File: src/rtl/video_pkg.sv
// Shared video definitions: pixel width, BT.601-style luma weights and the
// day/night decision state used by the darkening stage.
package video_pkg;

  localparam int PIX_W   = 24;
  localparam int LUMA_KR = 77;
  localparam int LUMA_KG = 150;
  localparam int LUMA_KB = 29;

  typedef enum logic {
    DAY   = 1'b0,
    NIGHT = 1'b1
  } state_e;

  // Weights sum to 256, so the shifted result is exactly 8 bits.
  function automatic logic [7:0] luma(input logic [PIX_W-1:0] pix);
    logic [15:0] sum;
    sum = 16'(LUMA_KR) * 16'(pix[23:16])
        + 16'(LUMA_KG) * 16'(pix[15:8])
        + 16'(LUMA_KB) * 16'(pix[7:0]);
    return sum[15:8];
  endfunction

endpackage

File: src/rtl/frame_darkener_if.sv
// Video-in / video-out bundle of the frame darkener, plus debug taps of the
// decision FSM. The stream has no backpressure: every cycle carries a sample.
interface frame_darkener_if;
  import video_pkg::*;

  logic             en_i;
  logic             vs_i;
  logic             hs_i;
  logic             de_i;
  logic [PIX_W-1:0] live_data_i;
  logic [PIX_W-1:0] dly_data_i;

  logic             vs_o;
  logic             hs_o;
  logic             de_o;
  logic [PIX_W-1:0] data_o;
  logic             inv_o;

  state_e           state_o;
  logic [3:0]       votes_o;

  modport master (
    output en_i, vs_i, hs_i, de_i, live_data_i, dly_data_i,
    input  vs_o, hs_o, de_o, data_o, inv_o, state_o, votes_o
  );

  modport slave (
    input  en_i, vs_i, hs_i, de_i, live_data_i, dly_data_i,
    output vs_o, hs_o, de_o, data_o, inv_o, state_o, votes_o
  );

endinterface

File: src/rtl/frame_luma_meter.sv
// Per-frame luma statistics of the live stream: saturating sum and pixel count,
// restarted by a one-cycle close pulse that follows each vsync rising edge.
module frame_luma_meter
  import video_pkg::*;
#(
  parameter int CNT_W = 24,
  parameter int ACC_W = 32
) (
  input  logic             clk_i,
  input  logic             rst_ni,
  input  logic             vs_i,
  input  logic             de_i,
  input  logic [PIX_W-1:0] pix_i,
  output logic [ACC_W-1:0] acc_o,
  output logic [CNT_W-1:0] cnt_o,
  output logic             close_o,
  output logic             valid_o
);

  logic             vs_q;
  logic             close_d, close_q;
  logic [7:0]       y_d, y_q;
  logic             yv_d, yv_q;
  logic [ACC_W-1:0] acc_d, acc_q;
  logic [CNT_W-1:0] cnt_d, cnt_q;
  logic [ACC_W:0]   acc_sum;

  always_comb begin
    close_d = vs_i & ~vs_q;
    y_d     = luma(pix_i);
    yv_d    = de_i;
    acc_d   = acc_q;
    cnt_d   = cnt_q;
    acc_sum = {1'b0, acc_q} + (ACC_W+1)'(y_q);
    // The pixel registered during the vsync-rise cycle opens the new frame.
    if (close_q) begin
      acc_d = yv_q ? ACC_W'(y_q) : '0;
      cnt_d = CNT_W'(yv_q);
    end else if (yv_q) begin
      acc_d = acc_sum[ACC_W] ? '1 : acc_sum[ACC_W-1:0];
      cnt_d = (cnt_q == '1) ? cnt_q : cnt_q + CNT_W'(1);
    end
  end

  always_ff @(posedge clk_i or negedge rst_ni) begin
    if (!rst_ni) begin
      vs_q    <= 1'b0;
      close_q <= 1'b0;
      y_q     <= '0;
      yv_q    <= 1'b0;
      acc_q   <= '0;
      cnt_q   <= '0;
    end else begin
      vs_q    <= vs_i;
      close_q <= close_d;
      y_q     <= y_d;
      yv_q    <= yv_d;
      acc_q   <= acc_d;
      cnt_q   <= cnt_d;
    end
  end

  assign acc_o   = acc_q;
  assign cnt_o   = cnt_q;
  assign close_o = close_q;
  assign valid_o = (cnt_q != '0);

endmodule

File: src/rtl/frame_darkener.sv
// Inverts the delayed frame when the matching live frame was judged bright,
// using threshold hysteresis and a HOLD-frame debounce on the decision.
module frame_darkener
  import video_pkg::*;
#(
  parameter int          CNT_W = 24,
  parameter int          ACC_W = 32,
  parameter logic [7:0]  TH_HI = 8'd144,
  parameter logic [7:0]  TH_LO = 8'd112,
  parameter int unsigned HOLD  = 2
) (
  input logic              clk_i,
  input logic              rst_ni,
  frame_darkener_if.slave  bus
);

  logic [ACC_W-1:0] acc;
  logic [CNT_W-1:0] cnt;
  logic             close, valid;

  frame_luma_meter #(
    .CNT_W (CNT_W),
    .ACC_W (ACC_W)
  ) u_meter (
    .clk_i   (clk_i),
    .rst_ni  (rst_ni),
    .vs_i    (bus.vs_i),
    .de_i    (bus.de_i),
    .pix_i   (bus.live_data_i),
    .acc_o   (acc),
    .cnt_o   (cnt),
    .close_o (close),
    .valid_o (valid)
  );

  state_e           state_d, state_q;
  logic [3:0]       votes_d, votes_q;
  logic             bright, dark, agree, inv_d, inv_q;
  logic             vs_q, hs_q, de_q;
  logic [PIX_W-1:0] data_d, data_q;

  // Comparing sum against threshold*count avoids a divider.
  assign bright = acc > ACC_W'(TH_HI) * ACC_W'(cnt);
  assign dark   = acc < ACC_W'(TH_LO) * ACC_W'(cnt);

  always_comb begin
    state_d = state_q;
    votes_d = votes_q;
    agree   = (state_q == DAY) ? bright : dark;
    if (close && valid) begin
      if (!agree) begin
        votes_d = '0;
      end else if (votes_q + 4'd1 == 4'(HOLD)) begin
        votes_d = '0;
        state_d = (state_q == DAY) ? NIGHT : DAY;
      end else begin
        votes_d = votes_q + 4'd1;
      end
    end
    inv_d  = (state_d == NIGHT) & bus.en_i;
    data_d = bus.de_i ? (inv_d ? ~bus.dly_data_i : bus.dly_data_i) : '0;
  end

  always_ff @(posedge clk_i or negedge rst_ni) begin
    if (!rst_ni) begin
      state_q <= DAY;
      votes_q <= '0;
      inv_q   <= 1'b0;
      vs_q    <= 1'b0;
      hs_q    <= 1'b0;
      de_q    <= 1'b0;
      data_q  <= '0;
    end else begin
      state_q <= state_d;
      votes_q <= votes_d;
      inv_q   <= inv_d;
      vs_q    <= bus.vs_i;
      hs_q    <= bus.hs_i;
      de_q    <= bus.de_i;
      data_q  <= data_d;
    end
  end

  assign bus.vs_o    = vs_q;
  assign bus.hs_o    = hs_q;
  assign bus.de_o    = de_q;
  assign bus.data_o  = data_q;
  assign bus.inv_o   = inv_q;
  assign bus.state_o = state_q;
  assign bus.votes_o = votes_q;

endmodule

File: src/flat_wrapper.sv
// flat-port wrapper written by rule: the top's interface ports become plain ports
module frame_darkener_flat import video_pkg::*;
#(
  parameter int          CNT_W = 24,
  parameter int          ACC_W = 32,
  parameter logic [7:0]  TH_HI = 8'd144,
  parameter logic [7:0]  TH_LO = 8'd112,
  parameter int unsigned HOLD  = 2
)
  (clk_i, rst_ni, bus_en_i, bus_vs_i, bus_hs_i, bus_de_i, bus_live_data_i, bus_dly_data_i, bus_vs_o, bus_hs_o, bus_de_o, bus_data_o, bus_inv_o, bus_state_o, bus_votes_o);
  frame_darkener_if bus_i ();
  input logic clk_i;
  input logic rst_ni;
  input wire logic [$bits(bus_i.en_i)-1:0] bus_en_i;
  input wire logic [$bits(bus_i.vs_i)-1:0] bus_vs_i;
  input wire logic [$bits(bus_i.hs_i)-1:0] bus_hs_i;
  input wire logic [$bits(bus_i.de_i)-1:0] bus_de_i;
  input wire logic [$bits(bus_i.live_data_i)-1:0] bus_live_data_i;
  input wire logic [$bits(bus_i.dly_data_i)-1:0] bus_dly_data_i;
  output wire logic [$bits(bus_i.vs_o)-1:0] bus_vs_o;
  output wire logic [$bits(bus_i.hs_o)-1:0] bus_hs_o;
  output wire logic [$bits(bus_i.de_o)-1:0] bus_de_o;
  output wire logic [$bits(bus_i.data_o)-1:0] bus_data_o;
  output wire logic [$bits(bus_i.inv_o)-1:0] bus_inv_o;
  output wire logic [$bits(bus_i.state_o)-1:0] bus_state_o;
  output wire logic [$bits(bus_i.votes_o)-1:0] bus_votes_o;
  assign bus_i.en_i = bus_en_i;
  assign bus_i.vs_i = bus_vs_i;
  assign bus_i.hs_i = bus_hs_i;
  assign bus_i.de_i = bus_de_i;
  assign bus_i.live_data_i = bus_live_data_i;
  assign bus_i.dly_data_i = bus_dly_data_i;
  assign bus_vs_o = bus_i.vs_o;
  assign bus_hs_o = bus_i.hs_o;
  assign bus_de_o = bus_i.de_o;
  assign bus_data_o = bus_i.data_o;
  assign bus_inv_o = bus_i.inv_o;
  assign bus_state_o = bus_i.state_o;
  assign bus_votes_o = bus_i.votes_o;
  frame_darkener #(.CNT_W(CNT_W), .ACC_W(ACC_W), .TH_HI(TH_HI), .TH_LO(TH_LO), .HOLD(HOLD)) u_core (.clk_i(clk_i), .rst_ni(rst_ni), .bus(bus_i));
endmodule
File: config.mk
export PLATFORM = sky130hd
export DESIGN_NAME = frame_darkener_flat
export DESIGN_NICKNAME = d
export VERILOG_FILES = /design/src/rtl/video_pkg.sv /design/src/rtl/frame_darkener_if.sv /design/src/rtl/frame_luma_meter.sv /design/src/rtl/frame_darkener.sv /design/src/flat_wrapper.sv
export SDC_FILE = /design/constraint.sdc
export NUM_CORES = 1
export LEC_CHECK = 0
export ABC_AREA = 1
export CAP_MARGIN = 10
export CORE_MARGIN = 8
export CORE_UTILIZATION = 56
export CTS_CLUSTER_DIAMETER = 40
export DETAILED_ROUTE_END_ITERATION = 10
export MAX_ROUTING_LAYER = met4
export PLACE_DENSITY = 0.79
export SYNTH_ARGS = -nofsm -noshare
export SYNTH_HDL_FRONTEND = slang
export SYNTH_SLANG_ARGS = --single-unit
export TNS_END_PERCENT = 1
File: constraint.sdc
create_clock -name clk_i -period 3.63 [get_ports clk_i]
set_input_delay 0.363 -clock clk_i [delete_from_list [all_inputs] [get_ports clk_i]]
set_output_delay 0.363 -clock clk_i [all_outputs]
set_load 0.01 [all_outputs]
==> impl_results.md <==
- Area growth, synth to finish: 28.4%
- 1st-iter DRT viols: roughly 900
- Final ANT Viol Nets: 0
- Final Skew: roughly 15 ps
- First-pass GRT wire length: 63.5 mm
- Setup Crit Path Kind: in -> reg
- Die area: between 20000 and 30000 µm²
- Syn avg cell area: roughly 7.7 µm²
- Max-slew headroom: approximately a third
- DP Worst Slack: -2610 ps
- Via Count: around 13000
- Period Utilization, post-route: 150%
- Port bufs: 86
- Failing checks: negative setup slack
- Cell taking the most area after synthesis: ha_1
- # H-tree levels: 3
- Synth warn: 0
- Final Critical Period: 5430 ps
- Hold Path Class: in -> async
- Grt total ovfl: 0
- Num ports: 87
- WP data arrival: around 5700 ps
- CTS Sinks: approximately 100
- DRC Markers: 0
- Post-synth EDFFs: 0
- Fill count: 1911
- Drt total wl: 39.5 mm
- Commonest cells in the netlist: nand2_1 (354), ha_1 (249), inv_1 (232)
- Setup TNS: -33640 ps
- Largest cells by area after synthesis: ha_1 (23%), dfrtp_1 (18%), fa_1 (12%), nand2_1 (9.8%), inv_1 (6.5%)
- Insertion delay to the later sink of the worst-skew pair: 360 ps
- Cell Area, Placed: roughly 17000 µm²
- Primary FF master, synth: dfrtp_1
- CP Launch Type: input port
- Worst Tran Pin Value: approximately 1000 ps
- Fin. max-slew vios: 0
- GPL Wtd Cong: roughly 0.97
- Yosys top cell area share: a little under a quarter
- CTS tree: yes
- Leakage: between 9 and 10 nW
- Final setup margin: -1800 ps
- Vias in the first global route: 13400
- Die width: 171 µm
- Row count: 57
- Count leader, synth: nand2_1
- Largest net degree at the start of global routing: 74
- Cell variety after synth: about 50
- Max Fclk: about 180 MHz
- Initial antenna violation count: 0
- Critical Path End Type: register
- Max_cap viols: 0
- Detailed Routing Iterations Pass 1: 5
- Die height: between 150 and 200 µm
- CTS Root Cell: clkbuf_16
- RSZ-0062 raised after global routing: true
- Area of the core: roughly 24000 µm²
- Synthesized net count: between 2000 and 2500
- Layout Nets: roughly 2500
- Num CTS Buffers: 9
- Layout cell share with drive strength beyond 1: a little under a fifth
- Synthesized flop and latch total: roughly 100
- Finished Cell Area: 17300 µm²
- VDD IR max: slightly above 0.0008 V
- Antenna cells: 0
- Drt wl/cell: approximately 16 µm
- Mapped Area: 13500 µm²
- Worst EP required: 3910 ps
- Final-report setup violation count: 38
- Status: finished, violations left
- Pwr/cell area: between 600 and 700 nW/µm²
- Drt via density: approximately 5.5
- GRT Util Overall: between 20% and 30%
- Critical path peak fanout: 4
- Initial Utilization: a little under three fifths
- Post-CTS Hold Buffers: 0
- Synth Instances: between 1500 and 2000
- Fraction of registers with async set/reset: 100%
- Dpl hpwl: ~32 mm
- Final Hold Viols: 0
- Clk slew on worst S/H paths: approximately 70 ps
- Seq/Total Area, Yosys: ~18%
- Max clock buf depth: 2
[cell usage in the layout (no fill, tap or decap), types with 3 or more instances in the layout]
cell type          n
a21o_1            15
a21oi_1          114
a21oi_2           26
a31oi_1            6
and2_1             3
buf_2              3
buf_4            259
bufinv_16          3
clkbuf_16          9
clkdlybuf4s50_1   77
dfrtp_1           82
dfrtp_2           16
dlygate4sd2_1      3
fa_1              80
ha_1             232
ha_4              17
inv_1            225
inv_2             11
inv_6              3
nand2_1          348
nand2_2            9
nand3_1           94
nand3_2            4
nand3b_1           3
nand4_1           29
nor2_1           132
nor2_2            10
nor3_1            20
nor4_1             9
o211ai_1           3
o21a_1             4
o21ai_0           68
o21ai_1           19
o21ai_2            3
o21bai_1           7
o31ai_1            9
or2_2              4
xnor2_1           38
xor2_1            48
[routing by layer]
| metal | wire [µm] | up-vias | share of wire, % | track usage (%) |
|---|---|---|---|---|
| li1 | - | 6436 | - | - |
| met1 | 16600 | 6219 | 42 | 32.7 |
| met2 | 19200 | 393 | 49 | 46.8 |
| met3 | 2180 | 112 | 5.5 | 5.10 |
| met4 | 1450 | 0 | 3.7 | 9.83 |
| met5 | 0 | - | 0 | - |
[cells by family after synthesis]
group                      synth area share, %
and+or+nand+nor                           21.3
adders and majority gates                 35.1
AOI/OAI and AO/OA                         12.1
buffers and inverters                     7.67
DFF                                       18.2
xor gates and xnor gates                  5.65
[metrics by stage]
stage / hold slack, ps / power, W / utilization [%] / instances
global placement: 460 / 0.00862 / 69.7 / 2384
floorplan: 67.4 / 0.00657 / - / 1742
finish: 190 / 0.0108 / 72.3 / 2402
CTS: 224 / 0.0104 / 71.9 / 2401
detailed placement: 462 / 0.00904 / 69.7 / 2384
global route: 256 / 0.0118 / 72.3 / 2402
[sequential cells by signal, summed over array words and instances (netlist names)]
signal / flops
u_core.u_meter.close_o: 1
u_core.bus.votes_o: 4
u_core.bus.inv_o: 1
u_core.u_meter.y_q: 8
u_core.bus.hs_o: 1
u_core.bus.de_o: 1
u_core.bus.vs_o: 1
u_core.bus.data_o: 24
u_core.u_meter.cnt_o: 24
u_core.bus.state_o: 1
u_core.u_meter.acc_o: 32
[worst max-delay path: stages]
cell and delay, ps:
buf_8 100, ha_4 260, ha_4 200, ha_4 260, inv_2 40, fa_1 490, inv_2 50, ha_4 240
a21oi_2 190, nand2_2 90, nor2_4 150, xnor2_2 100, fa_1 520, fa_1 510, inv_2 40, fa_1 480
fa_1 520, inv_2 50, ha_4 220, a21oi_2 140, o21a_1 170, nand3_2 90, nand2_2 100, nand3_4 70
a21oi_2 150, xnor2_1 120
[cell type report]
type / instances / area (µm²) / area share [%]
well taps: 324 / 405 / 2.34
repair buffers: 346 / 2810 / 16.2
multi-input cells: 1380 / 10400 / 59.9
clock inverters: 7 / 133 / 0.765
clock buffers: 9 / 225 / 1.30
inverters: 238 / 893 / 5.15
flip-flops and latches: 98 / 2470 / 14.3
[where the power goes]
| part | switching [W] | internal (W) | leakage, nW |
|---|---|---|---|
| Clock | 0.000477 | 0.000688 | 0.174 |
| Sequential | 0.000161 | 0.00134 | 1.27 |
| Combinational | 0.00419 | 0.00393 | 7.60 |
| Total | 0.00483 | 0.00596 | 9.04 |
[repair_timing]
action                                  in CTS  in global routing
endpoints found under the setup margin      38                 38
endpoints found under the hold margin        0                  0
gates resized for setup                     67                 24
pin swaps                                   36                 25
setup buffers                                1                  1
[final timing paths]
| kind | from | endpoint | slack [ps] | depth (start not counted) |
|---|---|---|---|---|
| min reg2reg | u_core.bus.vs_o$_DFF_PN0_ | u_core.u_meter.close_o$_DFF_PN0_ | 480 | 1 |
| min | rst_ni | u_core.u_meter.cnt_o[23]$_DFFE_PN0P_ | 190 | 1 |
| max | bus_live_data_i[13] | u_core.u_meter.y_q[6]$_DFF_PN0_ | -1800 | 26 |
| max reg2reg | u_core.u_meter.cnt_o[13]$_DFFE_PN0P_ | u_core.bus.data_o[18]$_DFF_PN0_ | -770 | 27 |
| max in group asynchronous | rst_ni | u_core.u_meter.acc_o[1]$_DFFE_PN0P_ | 2640 | 2 |
| min in group clk_i | bus_hs_i | u_core.bus.hs_o$_DFF_PN0_ | 430 | 1 |
Note: power is estimated with default switching activity, not from simulation.
